$ cat src/rtl/tdm_demux.sv
// tdm_demux: time-division demultiplexer, the receive end of a word-serial TDM link.
// Words arrive one channel at a time (channel 0 flagged by in_sync). They are collected
// into a shadow register and published atomically on out_data once a whole frame has
// arrived. Frame alignment is tracked by a HUNT/RUN state machine.
//
// Ports:
//   clk        single clock, rising edge
//   rst_n      asynchronous active-low reset
//   in_valid   in_data/in_sync carry a word this cycle
//   in_data    channel sample (W bits)
//   in_sync    marks the channel-0 word of a frame
//   out_data   last complete frame, channel k at [k*W +: W]
//   out_valid  one-cycle pulse when out_data has just been updated
//   ch_idx     channel slot the next accepted word will fill
//   locked     high while aligned (RUN)
//   sync_err   one-cycle pulse on an alignment error
//   frame_cnt  completed frames, wrapping at 8 bits
module tdm_demux #(
  parameter int unsigned N_CH = 4,
  parameter int unsigned W    = 8,
  localparam int unsigned CW  = $clog2(N_CH)
) (
  input  logic                clk,
  input  logic                rst_n,
  input  logic                in_valid,
  input  logic [W-1:0]        in_data,
  input  logic                in_sync,
  output logic [N_CH*W-1:0]   out_data,
  output logic                out_valid,
  output logic [CW-1:0]       ch_idx,
  output logic                locked,
  output logic                sync_err,
  output logic [7:0]          frame_cnt
);

  typedef enum logic [0:0] {StHunt, StRun} state_e;

  localparam logic [CW-1:0] LastCh = CW'(N_CH - 1);

  state_e              state_q, state_d;
  logic [CW-1:0]       ch_idx_q, ch_idx_d;
  logic [N_CH*W-1:0]   shadow_q, shadow_d;
  logic [N_CH*W-1:0]   out_data_q, out_data_d;
  logic                out_valid_q, out_valid_d;
  logic                sync_err_q, sync_err_d;
  logic [7:0]          frame_cnt_q, frame_cnt_d;

  always_comb begin
    state_d     = state_q;
    ch_idx_d    = ch_idx_q;
    shadow_d    = shadow_q;
    out_data_d  = out_data_q;
    out_valid_d = 1'b0;
    sync_err_d  = 1'b0;
    frame_cnt_d = frame_cnt_q;

    if (in_valid) begin
      case (state_q)
        StHunt: begin
          // Unaligned words are dropped until a sync word starts a frame.
          if (in_sync) begin
            shadow_d[W-1:0] = in_data;
            ch_idx_d        = CW'(1);
            state_d         = StRun;
          end
        end
        StRun: begin
          if (in_sync) begin
            // A sync mid-frame restarts the frame; the partial one is abandoned.
            // Its stale lanes are rewritten in order before the next completion.
            sync_err_d      = (ch_idx_q != '0);
            shadow_d[W-1:0] = in_data;
            ch_idx_d        = CW'(1);
          end else if (ch_idx_q == '0) begin
            // Expected a frame start but got a data word: alignment lost.
            sync_err_d = 1'b1;
            state_d    = StHunt;
          end else begin
            shadow_d[ch_idx_q*W +: W] = in_data;
            if (ch_idx_q == LastCh) begin
              out_data_d  = shadow_d;
              out_valid_d = 1'b1;
              frame_cnt_d = frame_cnt_q + 8'd1;
              ch_idx_d    = '0;
            end else begin
              ch_idx_d = ch_idx_q + CW'(1);
            end
          end
        end
        default: state_d = StHunt;
      endcase
    end
  end

  always_ff @(posedge clk or negedge rst_n) begin
    if (!rst_n) begin
      state_q     <= StHunt;
      ch_idx_q    <= '0;
      shadow_q    <= '0;
      out_data_q  <= '0;
      out_valid_q <= 1'b0;
      sync_err_q  <= 1'b0;
      frame_cnt_q <= '0;
    end else begin
      state_q     <= state_d;
      ch_idx_q    <= ch_idx_d;
      shadow_q    <= shadow_d;
      out_data_q  <= out_data_d;
      out_valid_q <= out_valid_d;
      sync_err_q  <= sync_err_d;
      frame_cnt_q <= frame_cnt_d;
    end
  end

  assign out_data  = out_data_q;
  assign out_valid = out_valid_q;
  assign ch_idx    = ch_idx_q;
  assign locked    = (state_q == StRun);
  assign sync_err  = sync_err_q;
  assign frame_cnt = frame_cnt_q;

endmodule
$ cat config.mk
export PLATFORM = sky130hd
export DESIGN_NAME = tdm_demux
export DESIGN_NICKNAME = d
export VERILOG_FILES = /design/src/rtl/tdm_demux.sv
export SDC_FILE = /design/constraint.sdc
export NUM_CORES = 1
export LEC_CHECK = 0
export ABC_AREA = 1
export CORE_MARGIN = 2
export CORE_UTILIZATION = 54
export CTS_CLUSTER_SIZE = 30
export DETAILED_ROUTE_END_ITERATION = 10
export PLACE_DENSITY = 0.8
export SKIP_CTS_REPAIR_TIMING = 1
export SYNTH_ARGS = -nofsm -noshare
export SYNTH_HDL_FRONTEND = slang
export SYNTH_SLANG_ARGS = --single-unit
$ cat constraint.sdc
create_clock -name clk -period 2.88 [get_ports clk]
set_clock_uncertainty 0.1 [all_clocks]
set_input_delay 0.576 -clock clk [delete_from_list [all_inputs] [get_ports clk]]
set_output_delay 0.576 -clock clk [all_outputs]
set_load 0.05 [all_outputs]
==> metrics.yaml, run 1 <==
status: "completed"
postRouteAntennaNets: 0
grtUsageTotal_pct: 24.7
cts_tree: "done"
p_per_area_nw_per_um2: 1010
synth_warnings: 0
path_clk_slew_ns: 0.08
ys_seq_area_share_pct: 51.2
critPathBufInv: 1
ys.flop_type: "dfrtp_1"
cp-start-kind: "register"
dieArea_sq_um: 7650
setup_violations: 0
yosys.area_share.xor_xnor_pct: 0.931
synthAdderAreaFrac_pct: 2.66
ys_types: 23
avgViaCountPerCell: 5.13
drive_above_1_share_pct: 4.73
crit_fanout: 15
cp_cell_sequence: "clkdlybuf4s50_1"
hpwlAfterDp_microns: 5920
pwr-share-comb_pct: 46.7
gp_congestion: 0.915
muxShareOfSynthArea_pct: 0
grt-ovfl-total: 0
drv_cap: 0
p_total_mw: 4.56
portBuffers: 56
place_inst: 615
rsz0062_at_grt: "no"
min_path_type: "in2async"
cp.required_ns: 2.20
clkPwrFrac_pct: 17.7
clock_latency_ns: 0.36
synth_edf_count: 0
layout.cells.non_filler: 630
final.min_clock_period_ns: 2.55
syn2layout_area_growth_pct: 20.4
sw_frac_of_total_pct: 45.6
synth_fp_nets: 511
vdd_drop_max_uv: 434
p_seq_share_pct: 35.6
wl_per_cell_microns: 13.5
synth_cells: 491
cp_slowest_cell: "clkdlybuf4s50_1"
intPower_mw: 2.48
antenna_found_initial: 0
net-switching-power_mw: 2.08
dr.first_iter.drc_count: 266
worst_ep_arrival_time_ns: 1.87
synth-seq-cells: 77
slew_violations: 0
start_util_pct: 55.7
fmax_mhz: 393
dr.pass1.iters: 4
worst_pin_slew_ns: 0.976
crit_path_end_kind: "output pin"
avgSynthCellArea_sq_um: 7.66
core_sq_um: 6760
drc: 0
io_pins: 57
die_x_microns: 87.5
final_nets: 566
period_share_pct: 88.4
grt_first_pass_wirelength_microns: 14600
slew-limit-headroom_pct: 35.0
die_y_microns: 87.5
synth_compound_area_share_pct: 3.16
netlist_area_sq_um: 3760
num_vias: 3233
grt_pass1_vias: 3136
nFillCells: 563
wl_microns: 8480
htree_levels: 3
cts_inserted_buffers: 9
yosys.area_share.simple_pct: 34.4
rows: 30
cts-root-buf: "clkbuf_8"
clockBufferDepth: 2
fin_setup_tns_ns: 0
synth_top_family_by_area: "simple AND/OR/NAND/NOR gates"
grt_max_degree: 78
path_delay_family: "buffers and inverters"
async_flop_share_pct: 100
worstSetupPathType: "reg2out"
hold_viol: 0
max_stage_delay_ns: 0.89
leakagePower_nw: 2.46
cts_num_sinks: 77
n_antenna_cell: 0
per-layer routing:
| layer | wire [microns] | global-route usage (%) | part of all wire (%) | up-vias |
|---|---|---|---|---|
| li1 | - | - | - | 1614 |
| met2 | 3840 | 38.2 | 45 | 111 |
| met4 | 68 | 7.55 | 0.80 | 0 |
| met5 | 0 | 0 | 0 | - |
| met1 | 3970 | 35.8 | 47 | 1500 |
| met3 | 606 | 4.27 | 7.1 | 8 |
power groups by stage:
stage / logic, mW / clock network [mW] / registers (mW)
6_report: 2.13 / 0.806 / 1.62
4_1_cts: 2.12 / 0.821 / 1.62
5_1_grt: 2.32 / 0.861 / 1.67
3_3_place_gp: 2.08 / 0 / 1.63
3_5_place_dp: 2.12 / 0 / 1.64
2_1_floorplan: 0.951 / 0 / 2.15
cell usage after synthesis, types with 5 or more instances:
master	count	share of area [%]
clkinv_1	8	0.80
ha_1	8	2.7
dfrtp_1	77	51
o21ai_0	12	1.6
nand2_1	277	28
o22ai_1	8	1.3
nand3_1	22	2.9
nand4_1	9	1.5
buf_4	6	1.2
nor2_1	5	0.50
inv_1	34	3.4
through the flow:
step / utilization [%] / worst slack, ns / hold WS [ns] / area (sq um)
after floorplan: - / 0.336 / 0.180 / 3760
after global placement: 64.2 / 0.471 / 0.361 / 4340
after detailed placement: 64.2 / 0.403 / 0.364 / 4340
after CTS: 67.0 / 0.319 / 0.309 / 4530
after global routing: 67.0 / 0.222 / 0.363 / 4530
final: 67.0 / 0.334 / 0.276 / 4530
registers in the layout, summed over array words and instances (netlist names):
register and cells:
shadow_q 32, sync_err 1, out_valid 1, locked 1
out_data 32, frame_cnt 8, ch_idx 2
final cells by class:
class	instances	area [sq um]	area share, %
tap	80	100	2.21
clock buffer	11	141	3.12
inverter	43	161	3.56
timing repair buffer	62	603	13.3
clock inverter	4	48.8	1.08
sequential	77	1930	42.5
multi-input combinational	353	1550	34.2
logic make-up after synthesis:
family | after synthesis
simple gates | 320
xor+xnor | 4
buf+inv | 61
flops | 77
fa+ha+maj | 8
compound gates | 21
final timing paths:
kind,to,cells past startpoint,from,slack (ns)
min reg2reg,out_data[9]$_DFFE_PN0P_,2,out_data[9]$_DFFE_PN0P_,0.38
min in group clk,out_data[9]$_DFFE_PN0P_,2,out_data[9]$_DFFE_PN0P_,0.38
min,out_valid$_DFF_PN0_,1,rst_n,0.28
max,ch_idx[0],1,ch_idx[0]$_DFFE_PN0P_,0.33
max reg2reg,out_data[0]$_DFFE_PN0P_,7,ch_idx[0]$_DFFE_PN0P_,0.48
max in group asynchronous,shadow_q[0]$_DFFE_PN0P_,1,rst_n,1.77
cells in the final DEF (no fill, tap or decap), types with 4 or more instances in the layout:
master             n
nand4_1            9
xor2_1             4
nand3_1           22
clkbuf_8          10
nand2_1          277
o21ai_0           12
buf_4              7
o22ai_1            8
dfrtp_1           77
inv_1             34
nor2_1             5
ha_1               8
clkinv_1           8
clkdlybuf4s50_1   55
No activity file was read; power rests on OpenSTA's default activity.
==> run 2: changes to the inputs <==
CORE_UTILIZATION = 45   (was 54)
PLACE_DENSITY = 0.68   (was 0.8)
==> run 2 against run 1 <==
  * Die area up 19%
  * Cell count up 4.3%
  * Non-clock buffer count up 1
  * Utilization down 11 points
  * Combinational power about the same
  * First-iteration DRC count down 27%
  * Sequential share of layout area down 0.53 points
  * Critical path type unchanged
==> metrics.yaml, run 2 (same netlist as run 1, synthesis figures left out) <==
status: "completed"
wl_per_cell_microns: 13.2  # -2.0%
num_vias: 3219  # -0.43%
period_share_pct: 88.7  # +0.32 points
slew_violations: 0  # unchanged
drc: 0  # unchanged
hpwlAfterDp_microns: 6050  # +2.2%
leakagePower_nw: 2.46  # about the same
p_per_area_nw_per_um2: 990  # -1.6%
worstSetupPathType: "reg2out"
dr.pass1.iters: 4  # unchanged
rows: 33  # +10%
n_antenna_cell: 0  # unchanged
final_nets: 567  # +0.18%
r2r_slack_ns: 0.44  # -0.04 ns
layout.cells.non_filler: 657  # +4.3%
path_clk_slew_ns: 0.08  # about the same
fin_util_pct: 56.1  # -11 points
cp.required_ns: 2.20  # about the same
antenna_found_initial: 0  # unchanged
grt_pass1_vias: 3027  # -3.5%
worst_pin_slew_ns: 0.738  # -0.238 ns
crit_path_end_kind: "output pin"
portBuffers: 56  # unchanged
fmax_mhz: 391  # -0.36%
clockBufferDepth: 2  # unchanged
syn2layout_area_growth_pct: 21.9
wl_microns: 8670  # +2.2%
dr.first_iter.drc_count: 195  # -27%
grt_first_pass_wirelength_microns: 14800  # +1.1%
layout_commonest_cell: "nand2_1"
gp_congestion: 0.900  # -1.7%
fin_setup_tns_ns: 0  # unchanged
critPathBufInv: 1  # unchanged
final.min_clock_period_ns: 2.56  # +0.00915 ns
drv_cap: 0  # unchanged
die_y_microns: 95.4  # +9.1%
htree_levels: 3  # unchanged
core_sq_um: 8180  # +21%
slew-limit-headroom_pct: 50.8  # +16 points
worst_ep_arrival_time_ns: 1.88  # about the same
rsz0062_at_grt: "no"
path_delay_family: "buffers and inverters"
avgViaCountPerCell: 4.90  # -4.5%
hold-worst-slack_ns: 0.174  # -0.102 ns
cp_slowest_cell: "clkdlybuf4s50_1"
drive_above_1_share_pct: 5.25  # +0.53 points
grt-ovfl-total: 0  # unchanged
io_pins: 57  # unchanged
cp_cell_sequence: "clkdlybuf4s50_1"
grtUsageTotal_pct: 21.0  # -3.7 points
vdd_drop_max_uv: 380  # -12%
hold_viol: 0  # unchanged
cts_tree: "done"
postRouteAntennaNets: 0  # unchanged
max_stage_delay_ns: 0.90  # about the same
crit_fanout: 15  # unchanged
min_path_type: "in2async"
layout_common_cells: "nand2_1 (277), dfrtp_1 (77), clkdlybuf4s50_1 (55)"
design_area_sq_um: 4590  # +1.3%
dieArea_sq_um: 9110  # +19%
clock_latency_ns: 0.35  # about the same
start_util_pct: 46.0  # -9.7 points
cp-start-kind: "register"
cts-root-buf: "clkbuf_8"
die_x_microns: 95.4  # +9.1%
cts_inserted_buffers: 9  # unchanged
cts_num_sinks: 77  # unchanged
dpl_cell_area_sq_um: 4390  # +1.2%
place_inst: 641  # +4.2%
setup_violations: 0  # unchanged
grt_max_degree: 54  # -31%
==> run 2: changes by cell type in the layout (fill, tap and decap cells not counted) <==
cell        delta
clkbuf_1       -1
clkbuf_8       +2
clkinv_2       -2
bufinv_16      -1
buf_12         +1
clkinvlp_4     +3
==> run 2: stage by stage <==
| step | power (mW) | setup WS (ns) |
|---|---|---|
| floorplan | 3.10 | 0.336 |
| global placement | 3.73 | 0.450 |
| detailed placement | 3.76 | 0.398 |
| CTS | 4.57 | 0.311 |
| global route | 4.86 | 0.183 |
| finish | 4.54 | 0.325 |
==> run 2: cell type report <==
type,count,area [sq um]
multi-input cells,353,1550
fillers,757,3590
inverters,43,161
repair buffers,63,623
clock buffers,12,165
clock inverters,4,31.3
flip-flops and latches,77,1930
well taps,105,131
==> run 2: worst paths after layout <==
kind                                               start                        to  cells after the start
worst max-delay path               ch_idx[0]$_DFFE_PN0P_                 ch_idx[0]                      1
worst min register to register  shadow_q[12]$_DFFE_PN0N_  shadow_q[12]$_DFFE_PN0N_                      2
worst min-delay path                               rst_n  out_data[31]$_DFFE_PN0P_                      1
min in group clk                shadow_q[12]$_DFFE_PN0N_  shadow_q[12]$_DFFE_PN0N_                      2
worst max register to register     ch_idx[0]$_DFFE_PN0P_  shadow_q[30]$_DFFE_PN0N_                      6
max in group asynchronous                          rst_n  shadow_q[18]$_DFFE_PN0N_                      2
==> run 2: per-layer routing <==
layer,GRT usage (%),wire length (microns),up-vias
li1,-,-,1611
met3,4.35,416,8
met2,31.8,3940,78
met4,4.29,70,0
met1,31.5,4240,1522
met5,0,0,-
==> run 2: power breakdown <==
part,switching [mW],internal [mW]
sequential,0.227,1.40
clock,0.407,0.385
combinational,1.46,0.666
total,2.09,2.45
==> run 3: changes to the inputs <==
SETUP_SLACK_MARGIN = 0.5   (was unset)
==> run 3 against run 2 <==
  * Critical path depth stayed put
  * Wire length is 1.4% higher
  * Cell count is 0.15% higher
  * Critical endpoint is now frame_cnt[0]
  * Via count is 1.4% lower
  * Register-to-register slack better by 0.23 ns
  * Highest routed layer unchanged
==> metrics.yaml, run 3 (same netlist as run 1, synthesis figures left out) <==
p_per_area_nw_per_um2: 980  # -1.0%
core_sq_um: 8180  # unchanged
dr.pass1.iters: 5  # +1
cts_inserted_buffers: 9  # unchanged
dr.first_iter.drc_count: 195  # unchanged
postRouteAntennaNets: 0  # unchanged
avgViaCountPerCell: 4.82  # -1.6%
wl_microns: 8790  # +1.4%
path_delay_family: "buffers and inverters"
final_nets: 568  # +0.18%
slew_violations: 0  # unchanged
grt-ovfl-total: 0  # unchanged
cp_slowest_cell: "clkdlybuf4s50_1"
worst_ep_arrival_time_ns: 1.59  # -0.29 ns
grt_max_degree: 46  # -15%
fmax_mhz: 441  # +13%
hold_viol: 0  # unchanged
min_path_type: "in2async"
syn2layout_area_growth_pct: 22.0
path_clk_slew_ns: 0.08  # about the same
cts_tree: "done"
grt_first_pass_wirelength_microns: 14900  # +0.47%
layout_common_cells: "nand2_1 (277), dfrtp_1 (76), clkdlybuf4s50_1 (52)"
cp-start-kind: "register"
die_x_microns: 95.4  # unchanged
rows: 33  # unchanged
status: "completed"
grtUsageTotal_pct: 21.5  # +0.46 points
antenna_found_initial: 0  # unchanged
crit_path_end_kind: "output pin"
critPathBufInv: 1  # unchanged
clock_latency_ns: 0.35  # about the same
setup_violations: 0  # unchanged
rsz0062_at_grt: "yes"
period_share_pct: 78.7  # -10 points
hpwlAfterDp_microns: 6150  # +1.6%
p_total_mw: 4.50  # -0.90%
crit_fanout: 4  # -11
drv_cap: 0  # unchanged
drive_above_1_share_pct: 5.42  # +0.17 points
cp_cell_sequence: "clkdlybuf4s50_1"
portBuffers: 56  # unchanged
r2r_slack_ns: 0.67  # +0.23 ns
worstSetupPathType: "reg2out"
clockBufferDepth: 2  # unchanged
worst_pin_slew_ns: 0.588  # -0.150 ns
cp.required_ns: 2.20  # about the same
start_util_pct: 46.0  # unchanged
wl_per_cell_microns: 13.4  # +1.2%
cts-root-buf: "clkbuf_8"
dieArea_sq_um: 9110  # unchanged
drc: 0  # unchanged
io_pins: 57  # unchanged
max_stage_delay_ns: 0.82  # -0.08 ns
die_y_microns: 95.4  # unchanged
n_antenna_cell: 0  # unchanged
hold-worst-slack_ns: 0.121  # -0.0529 ns
grt_pass1_vias: 3096  # +2.3%
cts_num_sinks: 77  # unchanged
leakagePower_nw: 2.49  # +0.87%
final.min_clock_period_ns: 2.27  # -0.289 ns
num_vias: 3173  # -1.4%
slew-limit-headroom_pct: 60.8  # +10 points
vdd_drop_max_uv: 543  # +43%
htree_levels: 3  # unchanged
fin_setup_tns_ns: 0  # unchanged
layout_commonest_cell: "nand2_1"
gp_congestion: 0.818  # -9.0%
[run 3: changes by cell type in the layout (fill, tap and decap cells not counted), moves of 2 or more]
cell             previous run  this run
clkbuf_1                    0         2
clkbuf_8                   12         9
clkdlybuf4s50_1            55        52
dlymetal6s2s_1              0         3
[run 3: power breakdown]
group          total, mW  switching, mW  internal [mW]
Combinational       2.15           1.48          0.676
Sequential          1.63          0.226           1.40
Clock              0.721          0.407          0.315
Total               4.50           2.11           2.39
[run 3: layer usage]
layer  GRT usage, %  share of wire [%]  up-vias
met5              0                  0        -
met4           5.00                1.3        0
met3           5.14                5.1       12
met2           33.4                 44       96
met1           30.7                 49     1445
li1               -                  -     1620
[run 3: layout make-up]
class	count	area [sq um]
clock buffer	11	131
fill	781	3580
tap	105	131
multi-input combinational	353	1550
clock inverter	5	36.3
sequential	77	1930
timing repair buffer	64	651
inverter	43	164
[run 3: path summary, 6_finish.rpt]
path / from / end / depth (start not counted)
worst max-delay path: frame_cnt[0]$_DFFE_PN0P_ / frame_cnt[0] / 1
worst min-delay path: rst_n / out_data[1]$_DFFE_PN0P_ / 1
worst max register to register: ch_idx[0]$_DFFE_PN0P_ / shadow_q[30]$_DFFE_PN0N_ / 6
worst min register to register: out_data[31]$_DFFE_PN0P_ / out_data[31]$_DFFE_PN0P_ / 2
max in group asynchronous: rst_n / shadow_q[23]$_DFFE_PN0N_ / 2
min in group clk: out_data[31]$_DFFE_PN0P_ / out_data[31]$_DFFE_PN0P_ / 2
[run 3: per-stage QoR]
stage	area (sq um)	util (%)	instances	worst slack, ns
floorplan	3760	-	491	0.513
global placement	4410	54.0	642	0.400
detailed placement	4410	54.0	642	0.333
CTS	4580	56.0	658	0.455
global route	4590	56.2	658	0.431
finish	4590	56.2	658	0.614
